==> config.mk <==
export PLATFORM = sky130hd
export DESIGN_NAME = controle_caixa
export DESIGN_NICKNAME = d
export VERILOG_FILES = /design/src/rtl/caixa_pkg.sv /design/src/rtl/controle_caixa_filtro_sonda.sv /design/src/rtl/controle_caixa.sv
export SDC_FILE = /design/constraint.sdc
export NUM_CORES = 1
export LEC_CHECK = 0
export ABC_AREA = 0
export BUFFER_PORTS_ARGS = -buffer_cell sky130_fd_sc_hd__buf_4
export CORE_ASPECT_RATIO = 0.8
export CORE_MARGIN = 3
export CORE_UTILIZATION = 45
export DETAILED_ROUTE_END_ITERATION = 12
export PLACE_DENSITY = 0.71
export SLEW_MARGIN = 20
export SYNTH_ARGS = -nofsm -noshare
export SYNTH_HDL_FRONTEND = slang
export SYNTH_SLANG_ARGS = --single-unit
==> constraint.sdc <==
create_clock -name CLK -period 5.43 [get_ports CLK]
set_clock_uncertainty 0.15 [all_clocks]
set_input_delay 0.8145 -clock CLK [delete_from_list [all_inputs] [get_ports CLK]]
set_output_delay 0.8145 -clock CLK [all_outputs]
set_load 0.02 [all_outputs]
==> src/rtl/caixa_pkg.sv <==
// Shared types and helpers for the water-tank controller.
// Probe vectors are {H,M,L}; levels and fault codes are 2-bit codes.
package caixa_pkg;

   typedef enum logic [1:0] {
      IDLE,
      FILLING,
      FULL,
      FAULT
   } estado_t;

   localparam logic [1:0] CRIT  = 2'b00;
   localparam logic [1:0] BAIXO = 2'b01;
   localparam logic [1:0] MEDIO = 2'b10;
   localparam logic [1:0] ALTO  = 2'b11;

   localparam logic [1:0] NONE   = 2'b00;
   localparam logic [1:0] INCONS = 2'b01;
   localparam logic [1:0] SECO   = 2'b10;

   // Water can only wet a probe if every probe below it is wet too.
   function automatic logic consistente(input logic [2:0] v);
      return (v == 3'b000) || (v == 3'b001) ||
             (v == 3'b011) || (v == 3'b111);
   endfunction

   function automatic logic [1:0] nivel_de(input logic [2:0] v);
      logic [1:0] n;
      case (v)
         3'b001:  n = BAIXO;
         3'b011:  n = MEDIO;
         3'b111:  n = ALTO;
         default: n = CRIT;
      endcase
      return n;
   endfunction

endpackage

==> src/rtl/controle_caixa_filtro_sonda.sv <==
// Two-flop synchronizer plus debounce for the {H,M,L} probe vector.
// prox is the value vec takes at the next edge, so users can register it.
module filtro_sonda #(
   parameter int DEB_CYCLES = 16
) (
   input  logic       clk,
   input  logic       rst,
   input  logic [2:0] raw,
   output logic [2:0] vec,
   output logic [2:0] prox
);

   localparam int CW = $clog2(DEB_CYCLES + 1);

   logic [2:0]    s1;
   logic [2:0]    s2;
   logic [2:0]    s2_d;
   logic [CW-1:0] cnt;
   logic [CW-1:0] cnt_inc;
   logic          carga;

   // A fresh change of the synced vector starts a new run of length 1.
   always_comb begin
      cnt_inc = (s2 != s2_d) ? CW'(1) : cnt + CW'(1);
      carga   = (s2 != vec) && (cnt_inc == CW'(DEB_CYCLES));
      prox    = carga ? s2 : vec;
   end

   always_ff @(posedge clk or posedge rst) begin
      if (rst) begin
         s1   <= '0;
         s2   <= '0;
         s2_d <= '0;
         vec  <= '0;
         cnt  <= '0;
      end else begin
         s1   <= raw;
         s2   <= s1;
         s2_d <= s2;
         vec  <= prox;
         if ((s2 == vec) || carga)
            cnt <= '0;
         else
            cnt <= cnt_inc;
      end
   end

endmodule

==> src/rtl/controle_caixa.sv <==
// Water-tank controller: debounced level, hysteretic inlet valve,
// pump grant and latched fault reporting.
module controle_caixa
   import caixa_pkg::*;
#(
   parameter int DEB_CYCLES   = 16,
   parameter int FILL_TIMEOUT = 1000000,
   parameter int CNT_W        = 20
) (
   input  logic       CLK,
   input  logic       RST,
   input  logic       H,
   input  logic       M,
   input  logic       L,
   input  logic       REQ_IRR,
   input  logic       ACK_FLT,
   output logic       VE,
   output logic       GNT_IRR,
   output logic       AL,
   output logic       ERRO,
   output logic [1:0] FLT_CODE,
   output logic [1:0] NIVEL
);

   estado_t      estado;
   logic [2:0]   vec;
   logic [2:0]   prox;
   logic         inc_ant;
   logic [CNT_W-1:0] fill_cnt;

   logic [1:0]   nivel_nx;
   logic         sobe;
   logic         incons;
   logic         timeout;
   logic         baixo;

   filtro_sonda #(
      .DEB_CYCLES(DEB_CYCLES)
   ) u_filtro (
      .clk (CLK),
      .rst (RST),
      .raw ({H, M, L}),
      .vec (vec),
      .prox(prox)
   );

   // NIVEL tracks the filtered vector in the same edge it is accepted.
   always_comb begin
      nivel_nx = consistente(prox) ? nivel_de(prox) : NIVEL;
      sobe     = nivel_nx > NIVEL;
      incons   = !consistente(vec) && !inc_ant;
      timeout  = fill_cnt == CNT_W'(FILL_TIMEOUT - 1);
      baixo    = !NIVEL[1];
   end

   always_ff @(posedge CLK or posedge RST) begin
      if (RST) begin
         estado   <= IDLE;
         VE       <= 1'b0;
         GNT_IRR  <= 1'b0;
         AL       <= 1'b1;
         ERRO     <= 1'b0;
         FLT_CODE <= NONE;
         NIVEL    <= CRIT;
         fill_cnt <= '0;
         inc_ant  <= 1'b0;
      end else begin
         NIVEL   <= nivel_nx;
         inc_ant <= !consistente(vec);
         GNT_IRR <= REQ_IRR && (NIVEL != CRIT) && (estado != FAULT);
         AL      <= (NIVEL == CRIT) || ERRO;

         if (incons) begin
            estado   <= FAULT;
            VE       <= 1'b0;
            ERRO     <= 1'b1;
            FLT_CODE <= INCONS;
            fill_cnt <= '0;
         end else begin
            case (estado)
               IDLE: begin
                  if (baixo) begin
                     estado   <= FILLING;
                     VE       <= 1'b1;
                     fill_cnt <= '0;
                  end else if (NIVEL == ALTO) begin
                     estado <= FULL;
                  end
               end
               FILLING: begin
                  if (NIVEL == ALTO) begin
                     estado <= FULL;
                     VE     <= 1'b0;
                  end else if (sobe) begin
                     fill_cnt <= '0;
                  end else if (timeout) begin
                     estado   <= FAULT;
                     VE       <= 1'b0;
                     ERRO     <= 1'b1;
                     FLT_CODE <= SECO;
                     fill_cnt <= '0;
                  end else begin
                     fill_cnt <= fill_cnt + 1'b1;
                  end
               end
               // Medium level keeps the valve shut: hysteresis band.
               FULL: begin
                  if (baixo) begin
                     estado   <= FILLING;
                     VE       <= 1'b1;
                     fill_cnt <= '0;
                  end
               end
               FAULT: begin
                  if (ACK_FLT && consistente(vec)) begin
                     estado   <= IDLE;
                     ERRO     <= 1'b0;
                     FLT_CODE <= NONE;
                  end
               end
               default: estado <= IDLE;
            endcase
         end
      end
   end

endmodule

# Word level (Yosys, flattened, before mapping)
# Index checks and enable logic that the tools add are counted.
op_classes:
  order_cmp: 1
  eq_ne: 25
  reduce_logical: 27
  muxes: 37
  n_addsub: 2
ops:
  columns: ["cell", "count"]
  rows:
  - ["2-to-1 mux 20 bit", 5]
  - ["case mux 20 bit (2 select lines)", 1]
  - ["2-to-1 mux 2 bit", 13]
  - ["adder 20 x 1 -> 20 bit, second input constant", 1]
  - ["equality test 20 bit, second input constant", 1]
  - ["inequality test 3 bit, second input constant", 5]
  - ["inequality test 4 bit, second input constant", 3]
  - ["2-to-1 mux 1 bit", 10]
  - ["2-to-1 mux 5 bit", 2]
  - ["AND reduction 5 bit", 2]
  - ["logical OR 1 bit", 8]
  - ["case mux 2 bit (4 select lines)", 1]
  - ["equality test 2 bit, second input constant", 3]
  - ["equality test 3 x 1 -> 1 bit, second input constant", 2]
  - ["equality test 3 x 2 -> 1 bit, second input constant", 2]
  - ["equality test 3 bit, second input constant", 2]
  - ["zero test 3 bit", 2]
  - ["inequality test 3 bit", 2]
  - ["case mux 2 bit (3 select lines)", 1]
  - ["nonzero test 3 bit", 2]
  - ["adder 5 x 1 -> 5 bit, second input constant", 1]
  - ["equality test 5 bit, second input constant", 1]
  - ["logical AND 1 bit", 5]
  - ["zero test 2 bit", 2]
  - ["other kinds (13)", 15]
word_totals:
  ff_bits: 48
  input_bits: 7
  wordCells: 106
  out_inout_bits: 8

# Logic depth before layout (Yosys ltp)
# Gate-level depths: netlist of the first run.
depth:
  depth_word: 15
  ltp_mapped: 14
  ltp_nobuf: 12

# Hierarchy
# Synthesis of the first run repeated with hierarchy kept, for this count alone.
unflattened:
  hier_cells: 245
  area_unflattened_um2: 2453.6
by_module_without_submodules:
  columns: ["module", "area_each_um2", "cells_per_inst", "seq_area_each_um2", "instances"]
  rows:
  - ["controle_caixa", 1770.4, 195, 777.0, 1]
  - ["filtro_sonda", 683.2, 50, 425.4, 1]

# Worst setup path before layout of the first run
# No wires, ideal clock.
synth_path:
  kind: "register to register"
  start: "register u_filtro.cnt[0]"
  end: "register fill_cnt[0]"
  arrival_time_ns: 3.244
  stages_incl_launch_ff: 14
  setup_slack_ns: 1.970
  t_required_ns: 5.214
  cell_sequence: "dfrtp_1 -> ha_1 -> nor4b_1 -> o2111a_1 -> buf_2 -> mux2_2 -> o221ai_1 -> ha_1 -> nor2b_1 -> o21ai_1 -> nand2_1 -> buf_2 -> nor3_1 -> mux2_2"
synth_via:
  elab_chain_cells: 15
  word_cells_on_any_way: 19
synth_lines:
  columns: ["element", "line", "text"]
  rows:
  - ["from (decl)", "controle_caixa_filtro_sonda.sv:18", "logic [CW-1:0] cnt;"]
  - ["from (signal assigned)", "controle_caixa_filtro_sonda.sv:44", "cnt <= cnt_inc;"]
  - ["adder 5 x 1 -> 5 bit *", "controle_caixa_filtro_sonda.sv:24", "cnt_inc = (s2 != s2_d) ? CW'(1) : cnt + CW'(1);"]
  - ["2-to-1 mux 5 bit *", "controle_caixa_filtro_sonda.sv:24", null]
  - ["equality test 5 bit *", "controle_caixa_filtro_sonda.sv:25", "carga = (s2 != vec) && (cnt_inc == CW'(DEB_CYCLES));"]
  - ["logical AND 1 bit *", "controle_caixa_filtro_sonda.sv:25", null]
  - ["2-to-1 mux 3 bit *", "controle_caixa_filtro_sonda.sv:26", "prox = carga ? s2 : vec;"]
  - ["equality test 3 x 1 -> 1 bit / zero test 3 bit (equally long branches)", "caixa_pkg.sv:23, caixa_pkg.sv:29", null]
  - ["logical OR 1 bit (2 in a row)", "caixa_pkg.sv:23", "return (v == 3'b000) || (v == 3'b001) ||"]
  - ["logical OR 1 bit", "caixa_pkg.sv:24", "(v == 3'b011) || (v == 3'b111);"]
  - ["2-to-1 mux 2 bit *", "controle_caixa.sv:49", "nivel_nx = consistente(prox) ? nivel_de(prox) : NIVEL;"]
  - ["net nivel_nx[1]", "controle_caixa.sv:31", "logic [1:0] nivel_nx;"]
  - ["> comparator 2 bit *", "controle_caixa.sv:50", "sobe = nivel_nx > NIVEL;"]
  - ["2-to-1 mux 20 bit *", "controle_caixa.sv:94", "end else if (sobe) begin"]
  - ["2-to-1 mux 20 bit *", "controle_caixa.sv:91", "if (NIVEL == ALTO) begin"]
  - ["case mux 20 bit (2 select lines) *", "controle_caixa.sv:80", "case (estado)"]
  - ["2-to-1 mux 20 bit *", "controle_caixa.sv:73", "if (incons) begin"]
  - ["to (signal assigned)", "controle_caixa.sv:103", "fill_cnt <= fill_cnt + 1'b1;"]
  - ["to (decl)", "controle_caixa.sv:29", "logic [CNT_W-1:0] fill_cnt;"]
# The timed path passes the listed nets; every way through them passes the cells marked *. The select of a mux whose other input is x is not followed.
# A chain may end at the register's enable or synchronous reset.

# Worst setup path in the final report of the first run
layout_path:
  start: "register u_filtro.cnt[0]"
  end: "register fill_cnt[4]"
# The elaborated chain is that of the path after synthesis.

==> results of run 1 <==
flip-flops by register name (all words and copies together), names as in the netlist:
signal,count
u_filtro.s2_d,3
AL,1
u_filtro.vec,3
ERRO,1
FLT_CODE,2
NIVEL,2
u_filtro.s1,3
VE,1
GNT_IRR,1
inc_ant,1
u_filtro.s2,3
u_filtro.cnt,5
fill_cnt,20
estado,2
logic make-up after synthesis:
kind of cell	count (synthesis)	share of synthesized area, %
xor+xnor	18	6.13
mux	7	2.97
fa+ha+maj	4	1.94
compound gates	59	16.4
simple gates	105	22.2
flops	48	46.7
buf+inv	19	3.69
worst min path at each step:
stage,startpoint,end,cells after the start
2_1_floorplan,u_filtro.s1[0],u_filtro.s2[0],0
3_3_place_gp,u_filtro.s1[2],u_filtro.s2[2],0
3_5_place_dp,u_filtro.s1[0],u_filtro.s2[0],0
4_1_cts,u_filtro.s1[0],u_filtro.s2[0],0
5_1_grt,u_filtro.s1[1],u_filtro.s2[1],0
6_report,u_filtro.s1[0],u_filtro.s2[0],0
power breakdown:
group / leakage [nW] / total [mW] / switching [mW] / internal (mW)
Clock: 0.0434 / 0.227 / 0.124 / 0.103
Combinational: 0.581 / 0.0942 / 0.0503 / 0.0439
Sequential: 0.622 / 0.425 / 0.0397 / 0.386
Total: 1.25 / 0.747 / 0.214 / 0.533
metal layers:
metal	track usage (%)	vias up
met5	0	-
met4	5.26	0
met3	3.58	7
met2	22.4	49
met1	25.4	958
li1	-	965
layout by cell type (no fill, tap or decap), types with 3 or more instances in the layout:
master / netlist / final
a21oi_1: 10 / 10
nor2_1: 26 / 26
a22o_1: 3 / 3
nand2_1: 20 / 20
nor4b_1: 6 / 6
nand2b_1: 3 / 3
nor3_1: 6 / 6
a211o_1: 3 / 3
xor2_1: 16 / 16
o21ai_0: 12 / 12
dfrtp_1: 47 / 47
nor2b_1: 5 / 5
clkbuf_8: 0 / 6
o221ai_1: 3 / 3
o211ai_1: 5 / 5
o2111ai_1: 3 / 3
mux2_2: 5 / 5
nand3_1: 15 / 15
or4_1: 3 / 3
and3_1: 4 / 4
buf_4: 2 / 14
ha_1: 4 / 4
inv_1: 8 / 7
stage by stage:
step | instance area [µm²] | worst slack [ns] | util (%) | total power, mW
2_1_floorplan | 2570 | 1.97 | - | 0.495
3_3_place_gp | 2710 | 1.62 | 51.4 | 0.523
3_5_place_dp | 2710 | 1.42 | 51.4 | 0.526
4_1_cts | 2810 | 1.41 | 53.3 | 0.751
5_1_grt | 2810 | 1.14 | 53.3 | 0.784
6_report | 2810 | 1.41 | 53.3 | 0.747
area by class of cell:
class	instances	area, µm²	share of cell area [%]
Sequential cell	48	1200	42.9
Timing Repair Buffer	14	105	3.75
Inverter	8	30.0	1.07
Multi-Input combinational cell	193	1280	45.5
Tap cell	75	93.8	3.35
Clock inverter	2	15.0	0.535
Clock buffer	6	82.6	2.94
==> metrics.md, run 1 <==
| Metric | Value |
|---|---|
| EDFF count, synth | `0` |
| Clock Sinks | `48` |
| Num CTS Buffers | `5` |
| Post-synth top cells | `dfrtp_1, nor2_1, nand2_1, xor2_1, nand3_1` |
| Most used cell, CP | `ha_1` |
| Tcrit/Tclk final | `74.1%` |
| I/O Buffers | `14` |
| Synth Instances | `between 200 and 300` |
| Post-synth top flop | `dfrtp_1` |
| Final hold violation count | `0` |
| Metal3 WL | `between 200 and 300 µm` |
| Post-CTS Resized | `0` |
| Seq/Total Area, Yosys | `46.7%` |
| Slowest-stage cell, CP | `or4_1` |
| Initial Util | `just under 50%` |
| H-tree levels | `2` |
| Count of hold-fix buffers inserted at cts | `0` |
| Worst Tran Pin Value | `around 1 ns` |
| Total vias in the final route | `between 1.5k and 2k` |
| Final TNS setup | `0 ns` |
| Die Span Y | `73.6 µm` |
| Share of layout cells above drive strength 1 | `between 10 and 15%` |
| Yosys reg bits | `48` |
| Top-Level Pins | `15` |
| Gpl congestion | `around 0.86` |
| Core area | `5270 µm²` |
| CTS tree | `yes` |
| Max Slew Vio Count | `0` |
| Vias per cell | `around 5.7` |
| Pwr per Cell Area | `around 270 nW/µm²` |
| GRT overflow | `0` |
| Crit path capture | `fill_cnt[4]` |
| Warnings, synthesis | `0` |
| # setup viols final | `0` |
| Avg Cell Area, Syn | `a little under 10 µm²` |
| Most common cell in the netlist | `dfrtp_1` |
| DIE AREA | `approximately 6700 µm²` |
| Required time of the critical path | `roughly 5.5 ns` |
| Leakage | `about 1.2 nW` |
| Top Metal Used | `met4` |
| Crit. Startpoint | `u_filtro.cnt[0]` |
| DRC Markers | `0` |
| Hold_ws | `0.204 ns` |
| Final min period | `between 4 and 5 ns` |
| R2r worst-path depth | `11` |
| Post-route ant nets | `0` |
| Max cap viols | `0` |
| Maximum root-to-sink buffer count | `2` |
| Slowest stage delay, CP | `around 0.48 ns` |
| Met2 wire len | `approximately 2.1 mm` |
| CP delay by family, top | `simple AND/OR/NAND/NOR gates` |
| Detailed Routing Iterations Pass 1 | `5` |
| Worst setup SP type | `flop` |
| Hpwl dp | `about 3.6 mm` |
| Root buffer cell | `clkbuf_8` |
| Fmax | `~0.25 GHz` |
| Final net count | `approximately 280` |
| Placed cell count | `between 300 and 400` |
| Reg2reg start | `u_filtro.cnt[0]` |
| Worst-path cell chain | `ha_1, nor4b_1, o2111a_1, mux2_2, o221ai_1, ha_1, nor2b_1, o21ai_1, nand2_1, or4_1, a21bo_1` |
| Outcome | `completed` |
| RSZ-0062 raised after global routing | `no` |
| Crit path DAT | `4.12 ns` |
| Largest net degree at the start of global routing | `~50` |
| Netlist cell types | `56` |
| Ys async rst share | `100%` |
| DR iter-0 viols | `between 100 and 150` |
| Die width | `90.6 µm` |
| Ranking of synthesized cells by area | `dfrtp_1, xor2_1, nor2_1` |
| Post-synth net total | `~270` |
| Routed WL | `5.18 mm` |
| ANT cells | `0` |
| Slew HR | `around 35%` |
| Min-Delay Path Class | `reg2reg` |
| Max VDD drop | `148 µV` |
| Gr usage total | `16.4%` |
| Per-cell routed wire length | `about 15 µm` |
| Post-synth top area cell | `dfrtp_1` |
| Top cell type's share of synthesized area | `approximately 46%` |
| Clock latency at the later pin of the worst-skew pair | `0.30 ns` |
| R2R Setup Slk | `around 1.4 ns` |
| M1 WL | `approximately 2.8 mm` |
| Buf+Inv Stages, Crit Path | `0` |
| Synth-to-Final Area Change | `8.99%` |
| Post-Syn Area | `about 2600 µm²` |
| Fill cells | `between 400 and 500` |
| Capture point of the worst reg-to-reg path | `fill_cnt[4]` |
| CP Capture Type | `flop` |
| Vias in the first global route | `roughly 1.8k` |
| Final std cells w/o fill | `between 300 and 400` |
| Clock transition at the registers of the reported paths | `around 0.090 ns` |
| First-pass GRT wire length | `around 8.7 mm` |
| CP Depth | `11` |
| CP Class | `reg2reg` |
| Critical path fanouts, max | `11` |
| Row count | `23` |
| Postcts setup bufs | `0` |
| Initial antenna violation count | `0` |
No activity file was read; power rests on OpenSTA's default activity.
==> inputs of run 2 (changes only) <==
==> constraint.sdc (replaced) <==
create_clock -name CLK -period 3.8 [get_ports CLK]
set_clock_uncertainty 0.15 [all_clocks]
set_input_delay 0.57 -clock CLK [delete_from_list [all_inputs] [get_ports CLK]]
set_output_delay 0.57 -clock CLK [all_outputs]
set_load 0.02 [all_outputs]
==> run 2 against run 1 <==
Against the previous run:
- count of clock-buffer cells in the layout shrank 1
- power grew 52%
- final area grew 2.4%
- fmax grew 15%
- largest cell class unchanged
- cell count grew 1.2%
- critical path type unchanged
- via count grew 2.2%
- sequential power grew 43%
- highest routed layer unchanged
- routed wire length grew 4.2%
- global-route usage grew 1.3 points
- sequential cell count is the same
- worst setup slack lost 1.1 ns
==> metrics.md, run 2 (same netlist as run 1, synthesis figures left out) <==
| Metric | Value |
|---|---|
| Outcome | `completed (unchanged)` |
| Most frequent cells in the layout | `dfrtp_1, nor2_1, nand2_1, buf_4, xor2_1 (was dfrtp_1, nor2_1, nand2_1, xor2_1, nand3_1)` |
| Capture point of the worst reg-to-reg path | `fill_cnt[4] (unchanged)` |
| Reg2reg start | `u_filtro.cnt[3] (was u_filtro.cnt[0])` |
| Max cap viols | `0 (unchanged)` |
| Vias per cell | `5.78 (was 5.72)` |
| Initial Util | `48.9% (unchanged)` |
| H-tree levels | `2 (unchanged)` |
| Count of hold-fix buffers inserted at cts | `0 (unchanged)` |
| Total vias in the final route | `2022 (was 1979)` |
| Tcrit/Tclk final | `91.8% (was 74.1%)` |
| Biggest regs | `fill_cnt x20, u_filtro.cnt x5 (unchanged)` |
| Storage element area | `1200 µm² (unchanged)` |
| Detailed Routing Iterations Pass 1 | `4 (was 5)` |
| Largest register by flop count | `fill_cnt (unchanged)` |
| Commonest non-fill, non-tap cell in the layout | `dfrtp_1 (unchanged)` |
| ANT cells | `0 (unchanged)` |
| Maximum root-to-sink buffer count | `2 (unchanged)` |
| Final std cells w/o fill | `350 (was 346)` |
| Crit path DAT | `3.60 ns (was 4.12 ns)` |
| Worst hold stages | `0 (unchanged)` |
| Max VDD drop | `254 µV (was 148 µV)` |
| Top-Level Pins | `15 (unchanged)` |
| Vias in the first global route | `1827 (was 1788)` |
| Pwr per Cell Area | `394 nW/µm² (was 266 nW/µm²)` |
| Max reg flops | `20 (unchanged)` |
| Gr usage total | `17.6% (was 16.4%)` |
| Clock Sinks | `48 (unchanged)` |
| Required time of the critical path | `3.91 ns (was 5.53 ns)` |
| # setup viols final | `0 (unchanged)` |
| Post-route setup slack | `0.310 ns (was 1.41 ns)` |
| DRC Markers | `0 (unchanged)` |
| Slew HR | `34.6% (about the same)` |
| R2R Setup Slk | `0.31 ns (was 1.41 ns)` |
| Min-Delay Path Class | `reg2reg (unchanged)` |
| Leakage | `1.28 nW (was 1.25 nW)` |
| Worst setup SP type | `flop (unchanged)` |
| RSZ-0062 raised after global routing | `no (unchanged)` |
| Core area | `5270 µm² (unchanged)` |
| Critical path fanouts, max | `11 (unchanged)` |
| Root buffer cell | `clkbuf_8 (unchanged)` |
| Placed cell count | `342 (was 338)` |
| CTS tree | `yes (unchanged)` |
| Largest net degree at the start of global routing | `49 (unchanged)` |
| Fmax | `0.287 GHz (was 0.249 GHz)` |
| Multi-input gate area | `1290 µm² (was 1280 µm²)` |
| Fill cells | `452 (was 465)` |
| CP Class | `reg2reg (unchanged)` |
| Design Power | `1.13 mW (was 747 µW)` |
| Final min period | `3.49 ns (was 4.02 ns)` |
| Postcts setup bufs | `0 (unchanged)` |
| Final TNS setup | `0 ns (unchanged)` |
| Num CTS Buffers | `5 (unchanged)` |
| Row count | `23 (unchanged)` |
| R2r worst-path depth | `11 (unchanged)` |
| GRT overflow | `0 (unchanged)` |
| Max Slew Vio Count | `0 (unchanged)` |
| Clock transition at the registers of the reported paths | `0.10 ns (was 0.09 ns)` |
| Per-cell routed wire length | `15.4 µm (was 15.0 µm)` |
| CP Capture Type | `flop (unchanged)` |
| DR iter-0 viols | `129 (was 137)` |
| Hold wc startpoint | `u_filtro.s1[1] (was u_filtro.s1[0])` |
| Post-CTS Resized | `0 (unchanged)` |
| Clock latency at the later pin of the worst-skew pair | `0.31 ns (was 0.30 ns)` |
| Final net count | `285 (was 281)` |
| Hpwl dp | `3.78 mm (was 3.57 mm)` |
| I/O Buffers | `14 (unchanged)` |
| Routed WL | `5.40 mm (was 5.18 mm)` |
| WHS Endpoint | `u_filtro.s2[1] (was u_filtro.s2[0])` |
| Post-route ant nets | `0 (unchanged)` |
| Die width | `90.6 µm (unchanged)` |
| Final hold violation count | `0 (unchanged)` |
| Share of layout cells above drive strength 1 | `15.6% (was 13.7%)` |
| First-pass GRT wire length | `9.25 mm (was 8.70 mm)` |
| Worst Tran Pin Value | `0.979 ns (was 0.980 ns)` |
| DIE AREA | `6670 µm² (unchanged)` |
| Gpl congestion | `0.871 (was 0.859)` |
| Synth-to-Final Area Change | `11.6% (was 8.99%)` |
| Die Span Y | `73.6 µm (unchanged)` |
| Initial antenna violation count | `0 (unchanged)` |
| Pre-CTS WS | `0.284 ns (was 1.42 ns)` |
-- run 2: worst max-delay path by stage --
stage / to / slack (ns) / depth (start not counted) / from
4_1_cts: fill_cnt[0] / 0.26 / 11 / u_filtro.cnt[0]
5_1_grt: fill_cnt[4] / 0.1 / 11 / u_filtro.cnt[0]
2_1_floorplan: fill_cnt[0] / 0.34 / 13 / u_filtro.cnt[0]
3_3_place_gp: fill_cnt[4] / 0.39 / 11 / u_filtro.cnt[0]
6_report: fill_cnt[4] / 0.31 / 11 / u_filtro.cnt[3]
3_5_place_dp: fill_cnt[0] / 0.28 / 11 / u_filtro.cnt[0]
-- run 2: power by group --
group / switching, mW / total (mW) / leakage, nW / internal, mW
Sequential: 0.0555 / 0.607 / 0.622 / 0.551
Combinational: 0.0739 / 0.138 / 0.604 / 0.0639
Clock: 0.189 / 0.388 / 0.0548 / 0.198
Total: 0.318 / 1.13 / 1.28 / 0.814
-- run 2: stage by stage --
step	utilization (%)	instance area [µm²]	hold slack (ns)
detailed placement	52.0	2740	0.188
CTS	54.2	2850	0.208
global placement	52.0	2740	0.183
finish	54.5	2870	0.205
floorplan	-	2570	0.181
global route	54.5	2870	0.192
-- run 2: cell type report --
| cell class | count | share of cell area, % |
|---|---|---|
| Clock inverter | 3 | 1.61 |
| Multi-Input combinational cell | 193 | 45.1 |
| Timing Repair Buffer | 18 | 4.71 |
| Inverter | 8 | 1.05 |
| Tap cell | 75 | 3.27 |
| Clock buffer | 5 | 2.40 |
| Sequential cell | 48 | 41.9 |
-- run 2: critical path, stage by stage, from the launching register on --
cell and delay [ns]:
dfrtp_1 0.44, or3b_2 0.45, a21oi_1 0.14, o2111a_1 0.21, mux2_2 0.33, o221ai_1 0.23
ha_1 0.30, nor2b_1 0.16, o21ai_1 0.22, nand2_2 0.19, or4_1 0.43, a21bo_1 0.18
-- run 2: routing by layer --
layer	share of wire [%]	vias up	GRT usage [%]
li1	-	973	-
met1	54	980	29.0
met2	39	61	22.2
met3	6.2	8	3.58
met4	1.3	0	5.94
met5	0	-	0
==> inputs of run 3 (changes only) <==
--- a/config.mk
+++ b/config.mk
@@ -7,11 +7,14 @@
 export LEC_CHECK = 0
 export ABC_AREA = 0
 export BUFFER_PORTS_ARGS = -buffer_cell sky130_fd_sc_hd__buf_4
+export CELL_PAD_IN_SITES_DETAIL_PLACEMENT = 1
+export CELL_PAD_IN_SITES_GLOBAL_PLACEMENT = 2
 export CORE_ASPECT_RATIO = 0.8
 export CORE_MARGIN = 3
-export CORE_UTILIZATION = 45
+export CORE_UTILIZATION = 41
+export CTS_BUF_LIST = sky130_fd_sc_hd__clkbuf_4
 export DETAILED_ROUTE_END_ITERATION = 12
-export PLACE_DENSITY = 0.71
+export PLACE_DENSITY = 0.91
 export SLEW_MARGIN = 20
 export SYNTH_ARGS = -nofsm -noshare
 export SYNTH_HDL_FRONTEND = slang
==> run 3 against run 2 <==
Against the previous run:
- largest cell class unchanged
- power down 4.2%
- cell count up 2.0%
- worst setup slack worse by 0.0040 ns
- count of clock-buffer cells in the layout unchanged
- routed wire length up 17%
- final area down 0.26%
- register-to-register slack about the same
- first-iteration DRC count down 50%
- fmax down 0.11%
- critical endpoint unchanged
- die area up 9.0%
- clock power down 13%
- hold slack worse by 0.11 ns
==> metrics.md, run 3 (same netlist as run 1, synthesis figures left out) <==
| Metric | Value |
|---|---|
| Clock transition at the registers of the reported paths | `0.16 ns (was 0.10 ns)` |
| Leakage | `1.28 nW (about the same)` |
| Max Slew Vio Count | `0 (unchanged)` |
| Maximum root-to-sink buffer count | `2 (unchanged)` |
| DIE AREA | `7270 µm² (was 6670 µm²)` |
| Vias in the first global route | `2103 (was 1827)` |
| Die width | `94.6 µm (was 90.6 µm)` |
| CP Capture Type | `flop (unchanged)` |
| GRT overflow | `0 (unchanged)` |
| # setup viols final | `0 (unchanged)` |
| Sequential share of power | `56.0% (was 53.6%)` |
| Most used cell, CP | `ha_1` |
| Slowest-stage cell, CP | `dfrtp_1 (was or3b_2)` |
| Final net count | `286 (was 285)` |
| Post-CTS Resized | `0 (unchanged)` |
| Min-Delay Path Class | `in2reg (was reg2reg)` |
| Final std cells w/o fill | `357 (was 350)` |
| Most frequent cells in the layout | `dfrtp_1, nor2_1, nand2_1, buf_4, xor2_1 (unchanged)` |
| Pwr per Cell Area | `379 nW/µm² (was 394 nW/µm²)` |
| CTS tree | `yes (unchanged)` |
| Worst-path cell chain | `ha_1, nor4b_2, o2111a_1, mux2_2, o221ai_1, ha_1, nor2b_1, o21ai_1, nand2_2, or4_1, a21bo_1 (was or3b_2, a21oi_1, o2111a_1, mux2_2, o221ai_1, ha_1, nor2b_1, o21ai_1, nand2_2, or4_1, a21bo_1)` |
| Slew HR | `44.5% (was 34.6%)` |
| R2R Setup Slk | `0.31 ns (about the same)` |
| Net Sw Power | `327 µW (was 318 µW)` |
| Root buffer cell | `clkbuf_4 (was clkbuf_8)` |
| Largest net degree at the start of global routing | `49 (unchanged)` |
| P_int | `758 µW (was 814 µW)` |
| Worst setup SP type | `flop (unchanged)` |
| Biggest regs | `fill_cnt x20, u_filtro.cnt x5 (unchanged)` |
| Clock Sinks | `48 (unchanged)` |
| Routed WL | `6.32 mm (was 5.40 mm)` |
| Worst Tran Pin Value | `0.832 ns (was 0.979 ns)` |
| Max cap viols | `0 (unchanged)` |
| Max reg flops | `20 (unchanged)` |
| Gr usage total | `19.2% (was 17.6%)` |
| Sw frac | `30.1% (was 28.1%)` |
| Final instance area | `2860 µm² (was 2870 µm²)` |
| Row count | `25 (was 23)` |
| Crit path DAT | `3.71 ns (was 3.60 ns)` |
| Initial antenna violation count | `0 (unchanged)` |
| Design Power | `1.08 mW (was 1.13 mW)` |
| Top-Level Pins | `15 (unchanged)` |
| Placed Area | `2750 µm² (was 2740 µm²)` |
| Commonest non-fill, non-tap cell in the layout | `dfrtp_1 (unchanged)` |
| Final hold violation count | `0 (unchanged)` |
| DRC Markers | `0 (unchanged)` |
| Critical path fanouts, max | `11 (unchanged)` |
| Share of layout cells above drive strength 1 | `16.3% (was 15.6%)` |
| Detailed Routing Iterations Pass 1 | `4 (unchanged)` |
| Share of power burned in combinational logic | `13.0% (was 12.2%)` |
| Fill cells | `709 (was 452)` |
| Gpl congestion | `0.823 (was 0.871)` |
| Vias per cell | `5.76 (was 5.78)` |
| DR iter-0 viols | `65 (was 129)` |
| Max VDD drop | `212 µV (was 254 µV)` |
| Synth-to-Final Area Change | `11.3% (was 11.6%)` |
| Initial Util | `42.9% (was 48.9%)` |
| Count of hold-fix buffers inserted at cts | `0 (unchanged)` |
| RSZ-0062 raised after global routing | `no (unchanged)` |
| Slowest stage delay, CP | `0.45 ns (about the same)` |
| Core area | `6010 µm² (was 5270 µm²)` |
| Placed cell count | `349 (was 342)` |
| Fmax | `0.286 GHz (was 0.287 GHz)` |
| Outcome | `completed (unchanged)` |
| ANT cells | `0 (unchanged)` |
| Post-route setup slack | `0.306 ns (was 0.310 ns)` |
| Per-cell routed wire length | `17.7 µm (was 15.4 µm)` |
| Clk pwr share | `31.0% (was 34.2%)` |
| Required time of the critical path | `4.01 ns (was 3.91 ns)` |
| Total vias in the final route | `2056 (was 2022)` |
| Hpwl dp | `4.48 mm (was 3.78 mm)` |
| H-tree levels | `2 (unchanged)` |
| Clock latency at the later pin of the worst-skew pair | `0.41 ns (was 0.31 ns)` |
| Final min period | `3.49 ns (about the same)` |
| I/O Buffers | `14 (unchanged)` |
| Largest register by flop count | `fill_cnt (unchanged)` |
| Tcrit/Tclk final | `92.0% (was 91.8%)` |
| Postcts setup bufs | `0 (unchanged)` |
| First-pass GRT wire length | `10.8 mm (was 9.25 mm)` |
| Num CTS Buffers | `5 (unchanged)` |
| CP Class | `reg2reg (unchanged)` |
| Final TNS setup | `0 ns (unchanged)` |
| Pre-CTS WS | `0.184 ns (was 0.284 ns)` |
| Die Span Y | `76.9 µm (was 73.6 µm)` |
| Post-route ant nets | `0 (unchanged)` |
## run 3: cell count changes in the layout (fill, tap and decap cells not counted), sizes merged
cell / before / now
clkinvlp: 1 / 0
inv: 9 / 7
buf: 18 / 19
clkinv: 0 / 3
## run 3: area by class of cell
type / count / area, µm² / share of cell area [%]
multi-input cells: 193 / 1300 / 45.4
clock inverters: 3 / 47.5 / 1.66
repair buffers: 19 / 143 / 4.98
inverters: 8 / 31.3 / 1.09
well taps: 81 / 101 / 3.54
flip-flops and latches: 48 / 1200 / 42.0
clock buffers: 5 / 37.5 / 1.31
## run 3: stage by stage
step                      hold slack, ns  util, %
after detailed placement           0.186     45.8
after floorplan                    0.181        -
after CTS                         0.0966     47.3
final                              0.100     47.7
after global placement             0.183     45.8
after global routing              0.0637     47.7
## run 3: metal layers
layer  share of wire [%]  global-route usage (%)
met1                  52                    29.7
met2                  42                    26.0
met3                 4.8                    5.29
met4                 1.3                    4.90
met5                   0                       0
## run 3: path summary, 6_finish.rpt
path                                  from              end  cells past startpoint
min in group asynchronous              RST  u_filtro.vec[1]                      2
min                                      H   u_filtro.s1[2]                      1
max in group asynchronous              RST     fill_cnt[16]                      2
max reg2reg                u_filtro.cnt[0]      fill_cnt[4]                     11
min reg2reg                 u_filtro.s1[0]   u_filtro.s2[0]                      0
max                        u_filtro.cnt[0]      fill_cnt[4]                     11
## run 3: worst max-delay path: cells and delay by family, from the launching register on
| family | cells | cell delay (ns) |
|---|---|---|
| fa+ha+maj | 2 | 0.57 |
| flops | 1 | 0.45 |
| compound gates | 4 | 0.86 |
| simple gates | 4 | 1.09 |
| mux | 1 | 0.33 |
## run 3: power by group through the flow
stage / clock network, mW / registers, mW / logic, mW
global placement: 0 / 0.615 / 0.137
global route: 0.370 / 0.617 / 0.165
floorplan: 0 / 0.605 / 0.103
finish: 0.336 / 0.608 / 0.141
CTS: 0.343 / 0.607 / 0.143
detailed placement: 0 / 0.617 / 0.142
